File: config.mk
export PLATFORM = sky130hd
export DESIGN_NAME = alu_arbiter
export DESIGN_NICKNAME = d
export VERILOG_FILES = /design/src/rtl/alu_arbiter.sv
export SDC_FILE = /design/constraint.sdc
export NUM_CORES = 1
export LEC_CHECK = 0
export ABC_AREA = 1
export BUFFER_PORTS_ARGS = -buffer_cell sky130_fd_sc_hd__buf_2
export CAP_MARGIN = 5
export CORE_ASPECT_RATIO = 1.2
export CORE_UTILIZATION = 30
export CTS_CLUSTER_SIZE = 10
export DETAILED_ROUTE_END_ITERATION = 10
export PLACE_DENSITY = 0.55
export SETUP_SLACK_MARGIN = 0.5
export SLEW_MARGIN = 20
export SYNTH_ARGS = -nofsm -noshare
export SYNTH_HDL_FRONTEND = slang
export SYNTH_SLANG_ARGS = --single-unit
File: constraint.sdc
create_clock -name clk -period 1.7 [get_ports clk]
set_input_delay 0.085 -clock clk [delete_from_list [all_inputs] [get_ports clk]]
set_output_delay 0.085 -clock clk [all_outputs]
set_load 0.005 [all_outputs]
File: src/rtl/alu_arbiter.sv
// Round-robin arbiter sharing one combinational ALU between port A and port B.
// One operation in flight: accept (IDLE) -> execute (EXEC) -> return result (RESP).
module alu_arbiter #(
  parameter int unsigned WIDTH = 32
) (
  input  logic             clk,
  input  logic             reset,

  input  logic             a_req_valid,
  output logic             a_req_ready,
  input  logic [3:0]       a_req_op,
  input  logic [WIDTH-1:0] a_req_srca,
  input  logic [WIDTH-1:0] a_req_srcb,
  output logic             a_rsp_valid,
  input  logic             a_rsp_ready,
  output logic [WIDTH-1:0] a_rsp_result,

  input  logic             b_req_valid,
  output logic             b_req_ready,
  input  logic [3:0]       b_req_op,
  input  logic [WIDTH-1:0] b_req_srca,
  input  logic [WIDTH-1:0] b_req_srcb,
  output logic             b_rsp_valid,
  input  logic             b_rsp_ready,
  output logic [WIDTH-1:0] b_rsp_result,

  output logic [3:0]       alu_operation,
  output logic [WIDTH-1:0] alu_srca,
  output logic [WIDTH-1:0] alu_srcb,
  input  logic [WIDTH-1:0] alu_result,

  output logic             busy
);

  localparam int unsigned OP_W = 4;

  typedef enum logic [1:0] {
    ST_IDLE = 2'd0,
    ST_EXEC = 2'd1,
    ST_RESP = 2'd2
  } state_t;

  state_t           r_state;
  logic [OP_W-1:0]  r_op;
  logic [WIDTH-1:0] r_srca;
  logic [WIDTH-1:0] r_srcb;
  logic [WIDTH-1:0] r_result;
  logic             r_owner_b;
  logic             r_prio_b;

  logic             w_idle;
  logic             w_pick_b;
  logic             w_grant_a;
  logic             w_grant_b;
  logic             w_rsp_hs;

  // B wins when it is the only requester or when it holds priority.
  assign w_idle    = (r_state == ST_IDLE);
  assign w_pick_b  = b_req_valid && (!a_req_valid || r_prio_b);
  assign w_grant_a = w_idle && a_req_valid && !w_pick_b;
  assign w_grant_b = w_idle && w_pick_b;
  assign w_rsp_hs  = (r_state == ST_RESP) && (r_owner_b ? b_rsp_ready : a_rsp_ready);

  always_ff @(posedge clk) begin
    if (reset) begin
      r_state   <= ST_IDLE;
      r_op      <= '0;
      r_srca    <= '0;
      r_srcb    <= '0;
      r_result  <= '0;
      r_owner_b <= 1'b0;
      r_prio_b  <= 1'b0;
    end else begin
      unique case (r_state)
        ST_IDLE: begin
          if (w_grant_a || w_grant_b) begin
            r_op      <= w_grant_b ? b_req_op   : a_req_op;
            r_srca    <= w_grant_b ? b_req_srca : a_req_srca;
            r_srcb    <= w_grant_b ? b_req_srcb : a_req_srcb;
            r_owner_b <= w_grant_b;
            r_state   <= ST_EXEC;
          end
        end
        ST_EXEC: begin
          r_result <= alu_result;
          r_state  <= ST_RESP;
        end
        ST_RESP: begin
          // Priority moves to the other port only once the result is taken.
          if (w_rsp_hs) begin
            r_prio_b <= !r_owner_b;
            r_state  <= ST_IDLE;
          end
        end
        default: r_state <= ST_IDLE;
      endcase
    end
  end

  assign a_req_ready   = w_grant_a;
  assign b_req_ready   = w_grant_b;
  assign a_rsp_valid   = (r_state == ST_RESP) && !r_owner_b;
  assign b_rsp_valid   = (r_state == ST_RESP) &&  r_owner_b;
  assign a_rsp_result  = r_result;
  assign b_rsp_result  = r_result;
  assign alu_operation = r_op;
  assign alu_srca      = r_srca;
  assign alu_srcb      = r_srcb;
  assign busy          = !w_idle;

`ifndef SYNTHESIS
  a_one_grant : assert property (@(posedge clk) disable iff (reset)
    !(a_req_ready && b_req_ready));
  a_one_rsp : assert property (@(posedge clk) disable iff (reset)
    !(a_rsp_valid && b_rsp_valid));
`endif

endmodule

==> run_results.csv, run 1 <==
group,metric,value,unit
drt,vias,6637,
pwr,peakVddDrop,474,uV
clock_network,cts_buffer_depth,2,
yosys,synth_top_area_cell,"dfxtp_1",
die,design.die.area,0.0188,sq mm
run,maxCapViolCount,0,
critical_path,path_class,"reg -> out",
die,fp.dieW,125,microns
clock_network,numCtsBuffers,9,
die,die_h,150,microns
yosys,synth_area_leaders,"dfxtp_1, nand2_1, nand3_1",
global_route,overflow,0,
global_route,grt_usage,0.209,
global_route,grt_pass1_wl,30.8,mm
critical_path,cp-end-kind,"output pin",
clock_network,htree_levels,3,
hold_path,hold_path_class,"in -> reg",
placement,io_buffers,310,
die,ios,311,
yosys,yosysWarnings,0,
die,core-area,0.0177,sq mm
clock_network,cts_tree,"yes",
final_layout,drive_gt1_frac,0.391,
sta,final.setup_skew,9.52,ps
sta,drv_slew,0,
critical_path,crit_arrival,1370,ps
final_layout,n_antenna_cell,0,
drt,drt-vias-per-instance,4.97,
sta,fin_tns_setup,0,ps
critical_path,crit_required,1620,ps
status,status,"complete, but fails checks",
yosys,netlist-cell-type-count,15,
hold_path,hold_path_depth,3,
yosys,syn_avg_cell_area,6.72,sq um
drt,dr.pass1.iters,8,
yosys,ys_seq_elements,104,
status,failed_checks,"design-rule violations",
yosys,syn_nets,988,
die,rows,53,
sta,relSlewSlack,0.690,
placement,dpl.hpwl,12.4,mm
global_route,first_global_vias,5881,
critical_path,cp-start-kind,"flop",
die,start_util,0.309,
clock_network,path_clk_slew,80,ps
pwr,pwr_density_cell,851,mW/mm^2
clock_network,cts.sinks,104,
final_layout,area_growth,57.1,%
final_layout,fillers,1805,
yosys,syn_inst,814,
global_route,grt_max_degree,69,
yosys,ys_seq_area_frac,0.381,
sta,setup_slack,247,ps
placement,finalWeightedCongestion,0.793,
drt,wl,23.0,mm
critical_path,cp_max_fo,4,
sta,setup_viol,0,
final_layout,fin_nets,1285,
pwr,leakage,4.48,nW
global_route,antenna_found_initial,0,
clock_network,clk_latency,360,ps
sta,tightest_slew,466,ps
pwr,power.total,7.31,mW
drt,drt_iter0_drc,347,
placement,dp_slack,311,ps
sta,final-hold-violation-count,0,
sta,period_share,0.855,
critical_path,reg2reg_depth,9,
drt,routedWlPerCell,17.2,microns
yosys,syn_area,0.00547,sq mm
clock_network,root_buffer,"clkbuf_16",
sta,finalWorstPathRequiredPeriod,1450,ps
sta,max_freq,688,MHz
sta,rsz0062_at_grt,"yes",
drt,drc_errors,23,
drt,antenna_left,0,
yosys,synth.top_cell.area_share,0.381,
placed cells by master, fill, tap and decap left out, drive strengths merged:
cell type and count:
nand2 210, a21oi 105, dlygate4sd3 29, nand3 138, buf 354, nand4 68
inv 77, dfxtp 104, nor2 4, clkinv 3, clkbuf 22, clkinvlp 2
cells by family (layout without fill, tap and decap cells):
logic type / count (synthesis) / after routing / synth area share
AND/OR/NAND/NOR: 420 / 420 / 0.354
flip-flops: 104 / 104 / 0.381
AO/OA/AOI/OAI: 105 / 105 / 0.0960
buffers and inverters: 185 / 487 / 0.169
layer usage:
metal  GRT usage  wire, microns  vias up
met4      0.0957            651        0
met2       0.364          11500      303
met1       0.245           8940     3029
met3      0.0468           1880       38
li1            -              -     3267
met5           0              0        -
state kept, by name (all words and copies together) (netlist names):
signal         count
r_prio_b           1
alu_srca          32
r_owner_b          1
r_state            2
a_rsp_result      32
alu_srcb          32
alu_operation      4
repair_timing:
action | CTS | global route
buffers inserted | 12 | 3
pin swaps | 3 | 55
hold endpoints to repair | 29 | 0
gates resized for setup | 28 | 79
endpoints found under the setup margin | 77 | 108
cloned | 6 | 21
hold buffers | 29 | 0
worst paths after layout:
kind                       from         endpoint  slack (ps)
setup / recovery     r_state[1]      a_req_ready         250
hold reg to reg        r_prio_b         r_prio_b         470
setup reg to reg     r_state[1]      alu_srcb[8]         310
hold / removal    alu_result[0]  a_rsp_result[0]          20
area by class of cell:
class	count	area (sq um)	area share
Multi-Input combinational cell	525	2680	0.312
Clock buffer	9	225	0.0262
Clock inverter	7	62.6	0.00728
Inverter	75	289	0.0336
Timing Repair Buffer	396	2970	0.346
Tap cell	220	275	0.0320
Sequential cell	104	2080	0.243
synthesized netlist by cell type, drive strengths merged:
master	number
nand2	210
nand4	68
inv	75
dfxtp	104
nor2	4
clkbuf	28
a21oi	105
nand3	138
buf	82
worst max-delay path, stage by stage, from the launching register on:
cell     delay, ps
dfxtp_2        340
nor2_4         120
buf_12         130
nand2_4         70
buf_12         130
a21oi_2        100
buf_2          120
through the flow:
step	cells	area [sq um]	hold slack, ps	util
2_1_floorplan	814	5470	228	-
3_3_place_gp	1249	6890	334	0.389
3_5_place_dp	1249	6890	339	0.389
4_1_cts	1312	7830	3.23	0.442
5_1_grt	1336	8590	16.4	0.485
6_report	1336	8590	24.0	0.485
where the power goes:
group	total (mW)	switching (mW)	internal (mW)	leakage (nW)
sequential	2.79	0.127	2.67	0.857
combinational	2.43	1.24	1.19	3.49
clock	2.09	1.06	1.03	0.137
total	7.31	2.43	4.88	4.48
(Power assumes the default switching activity.)
==> inputs of run 2 (changes only) <==
--- a/config.mk
+++ b/config.mk
@@ -8,11 +8,11 @@
 export ABC_AREA = 1
 export BUFFER_PORTS_ARGS = -buffer_cell sky130_fd_sc_hd__buf_2
 export CAP_MARGIN = 5
-export CORE_ASPECT_RATIO = 1.2
-export CORE_UTILIZATION = 30
+export CORE_AREA = 2 2 120 122
 export CTS_CLUSTER_SIZE = 10
 export DETAILED_ROUTE_END_ITERATION = 10
-export PLACE_DENSITY = 0.55
+export DIE_AREA = 0 0 122 124
+export PLACE_DENSITY = 0.7
 export SETUP_SLACK_MARGIN = 0.5
 export SLEW_MARGIN = 20
 export SYNTH_ARGS = -nofsm -noshare
==> constraint.sdc (replaced) <==
create_clock -name clk -period 1.4 [get_ports clk]
set_input_delay 0.07 -clock clk [delete_from_list [all_inputs] [get_ports clk]]
set_output_delay 0.07 -clock clk [all_outputs]
set_load 0.005 [all_outputs]
==> run 2 against run 1 <==
  * The run ends with negative setup slack left
  * Cell area is 8.6% higher
  * Critical path depth is 2 higher
  * Largest power group unchanged
  * Flip-flop and latch count stayed put
  * Largest cell class unchanged
  * Global-route usage is 6.6 points higher
  * Count of clock-buffer cells in the layout stayed put
  * Worst hold slack better by 25 ps
==> run_results.csv, run 2 (synthesized netlist as in run 1, its figures left out) <==
group,metric,value,unit
status,status,"complete, but fails checks",
status,failed_checks,"negative setup slack",
drt,drt_iter0_drc,582,
clock_network,cts_tree,"yes",
die,core-area,0.0137,sq mm
run,maxCapViolCount,0,
die,design.die.area,0.0151,sq mm
drt,antenna_left,0,
critical_path,cp_max_fo,8,
final_layout,fin_nets,1305,
placement,dpl.hpwl,12.1,mm
sta,final-hold-violation-count,0,
critical_path,reg2reg_depth,8,
critical_path,slowest_stage,"dfxtp_4",
final_layout,final_cell_mix,"buf_2, nand2_1, nand3_1, a21oi_1, dfxtp_2",
sta,drv_slew,0,
die,die_h,124,microns
critical_path,cp-start-kind,"flop",
placement,postPlaceCellArea,0.00698,sq mm
global_route,grt_max_degree,105,
clock_network,htree_levels,3,
pwr,power.total,9.36,mW
sta,rsz0062_at_grt,"yes",
final_layout,area_growth,70.5,%
clock_network,cts.sinks,104,
clock_network,root_buffer,"clkbuf_16",
critical_path,worst_path_most_repeated_cell,"buf_12",
clock_network,numCtsBuffers,9,
drt,drt-vias-per-instance,5.36,
drt,dr.pass1.iters,5,
global_route,grt_pass1_wl,32.4,mm
global_route,first_global_vias,6269,
global_route,overflow,0,
hold_path,hold_path_class,"in -> reg",
final_layout,drive_gt1_frac,0.498,
critical_path,crit_arrival,1660,ps
sta,relSlewSlack,0.648,
sta,tightest_slew,528,ps
hold_path,hold_path_depth,4,
final_layout,stdcell_area,0.00933,sq mm
clock_network,clk_latency,350,ps
final_layout,final_cells,1318,
sta,setup_viol,36,
critical_path,r2r_start,"r_state[0]",
drt,wl,23.6,mm
drt,drc_errors,0,
global_route,antenna_found_initial,3,
die,ios,311,
pwr,leakage,4.73,nW
placement,io_buffers,310,
critical_path,crit_path_start,"r_state[0]",
critical_path,crit_chain,"nor2_4 -> buf_12 -> nand3_4 -> buf_12 -> buf_12 -> clkbuf_16 -> nand3_1 -> a21oi_1",
critical_path,path_class,"reg -> reg",
final_layout,final_common_cell,"buf_2",
global_route,grt_usage,0.275,
hold_path,worstHoldStart,"b_rsp_ready",
pwr,pwr_density_cell,1000,mW/mm^2
critical_path,max_stage_delay,350,ps
drt,vias,7066,
sta,period_share,1.03,
drt,routedWlPerCell,17.9,microns
sta,final.setup_skew,8.10,ps
sta,max_freq,693,MHz
die,fp.dieW,122,microns
critical_path,crit_required,1620,ps
die,start_util,0.399,
clock_network,cts_buffer_depth,2,
sta,setup_slack,-43.1,ps
pwr,peakVddDrop,603,uV
die,rows,43,
critical_path,cp-end-kind,"flop",
placement,finalWeightedCongestion,0.827,
clock_network,path_clk_slew,70,ps
sta,finalWorstPathRequiredPeriod,1440,ps
placement,placed_cells,1215,
-- run 2: cell types whose count changed in the layout (fill, tap and decap cells not counted), moves of 6 or more --
cell	before	now
clkbuf_16	22	14
buf_6	9	52
a21oi_1	88	94
buf_8	9	2
buf_4	5	23
dfxtp_2	2	72
dfxtp_1	102	22
nand2_1	203	168
nand2_2	4	34
buf_16	9	17
buf_2	307	264
dfxtp_4	0	10
-- run 2: through the flow --
step                TNS (ps)  hold WS (ps)  setup slack [ps]   util
floorplan                  0           213               301      -
global placement           0           319               132  0.509
detailed placement         0           323              77.3  0.509
CTS                     -142          24.8             -17.2  0.622
global route           -5040          64.0              -126  0.680
finish                  -776          48.6             -43.1  0.680
-- run 2: power breakdown --
group	total (mW)	internal (mW)	switching (mW)	leakage [nW]
sequential	3.47	3.27	0.200	0.890
clock	2.78	1.57	1.20	0.156
combinational	3.11	1.58	1.53	3.69
-- run 2: layout make-up --
| class | instances | area, sq um |
|---|---|---|
| fill | 1105 | 4390 |
| clock inverter | 7 | 95.1 |
| timing repair buffer | 416 | 3460 |
| inverter | 75 | 299 |
| antenna | 2 | 5.00 |
| clock buffer | 9 | 225 |
| sequential | 104 | 2210 |
| multi-input combinational | 525 | 2810 |
| tap | 180 | 225 |
-- run 2: worst paths after layout --
kind	endpoint	slack [ps]
max	alu_srcb[9]	-40
min	r_state[1]	50
max reg2reg	alu_srcb[9]	-40
min reg2reg	a_rsp_result[4]	470
-- run 2: repair_timing --
action	in CTS	in global routing
gates resized for setup	101	162
pin swaps	7	24
hold buffers	33	0
endpoints found under the hold margin	33	0
buffers inserted	19	12
setup endpoints to repair	165	219
cloned	16	5
-- run 2: worst max-delay path, delay by kind of cell (launching register included) --
family / cells / cell delay (ps)
compound gates: 1 / 60
buf+inv: 4 / 610
flops: 1 / 350
simple gates: 3 / 280
-- run 2: per-layer routing --
metal,global-route usage,share of wire,up-vias
met1,0.341,0.38,3292
met3,0.0531,0.085,64
li1,-,-,3315
met4,0.129,0.032,0
met5,0,0,-
met2,0.462,0.51,395
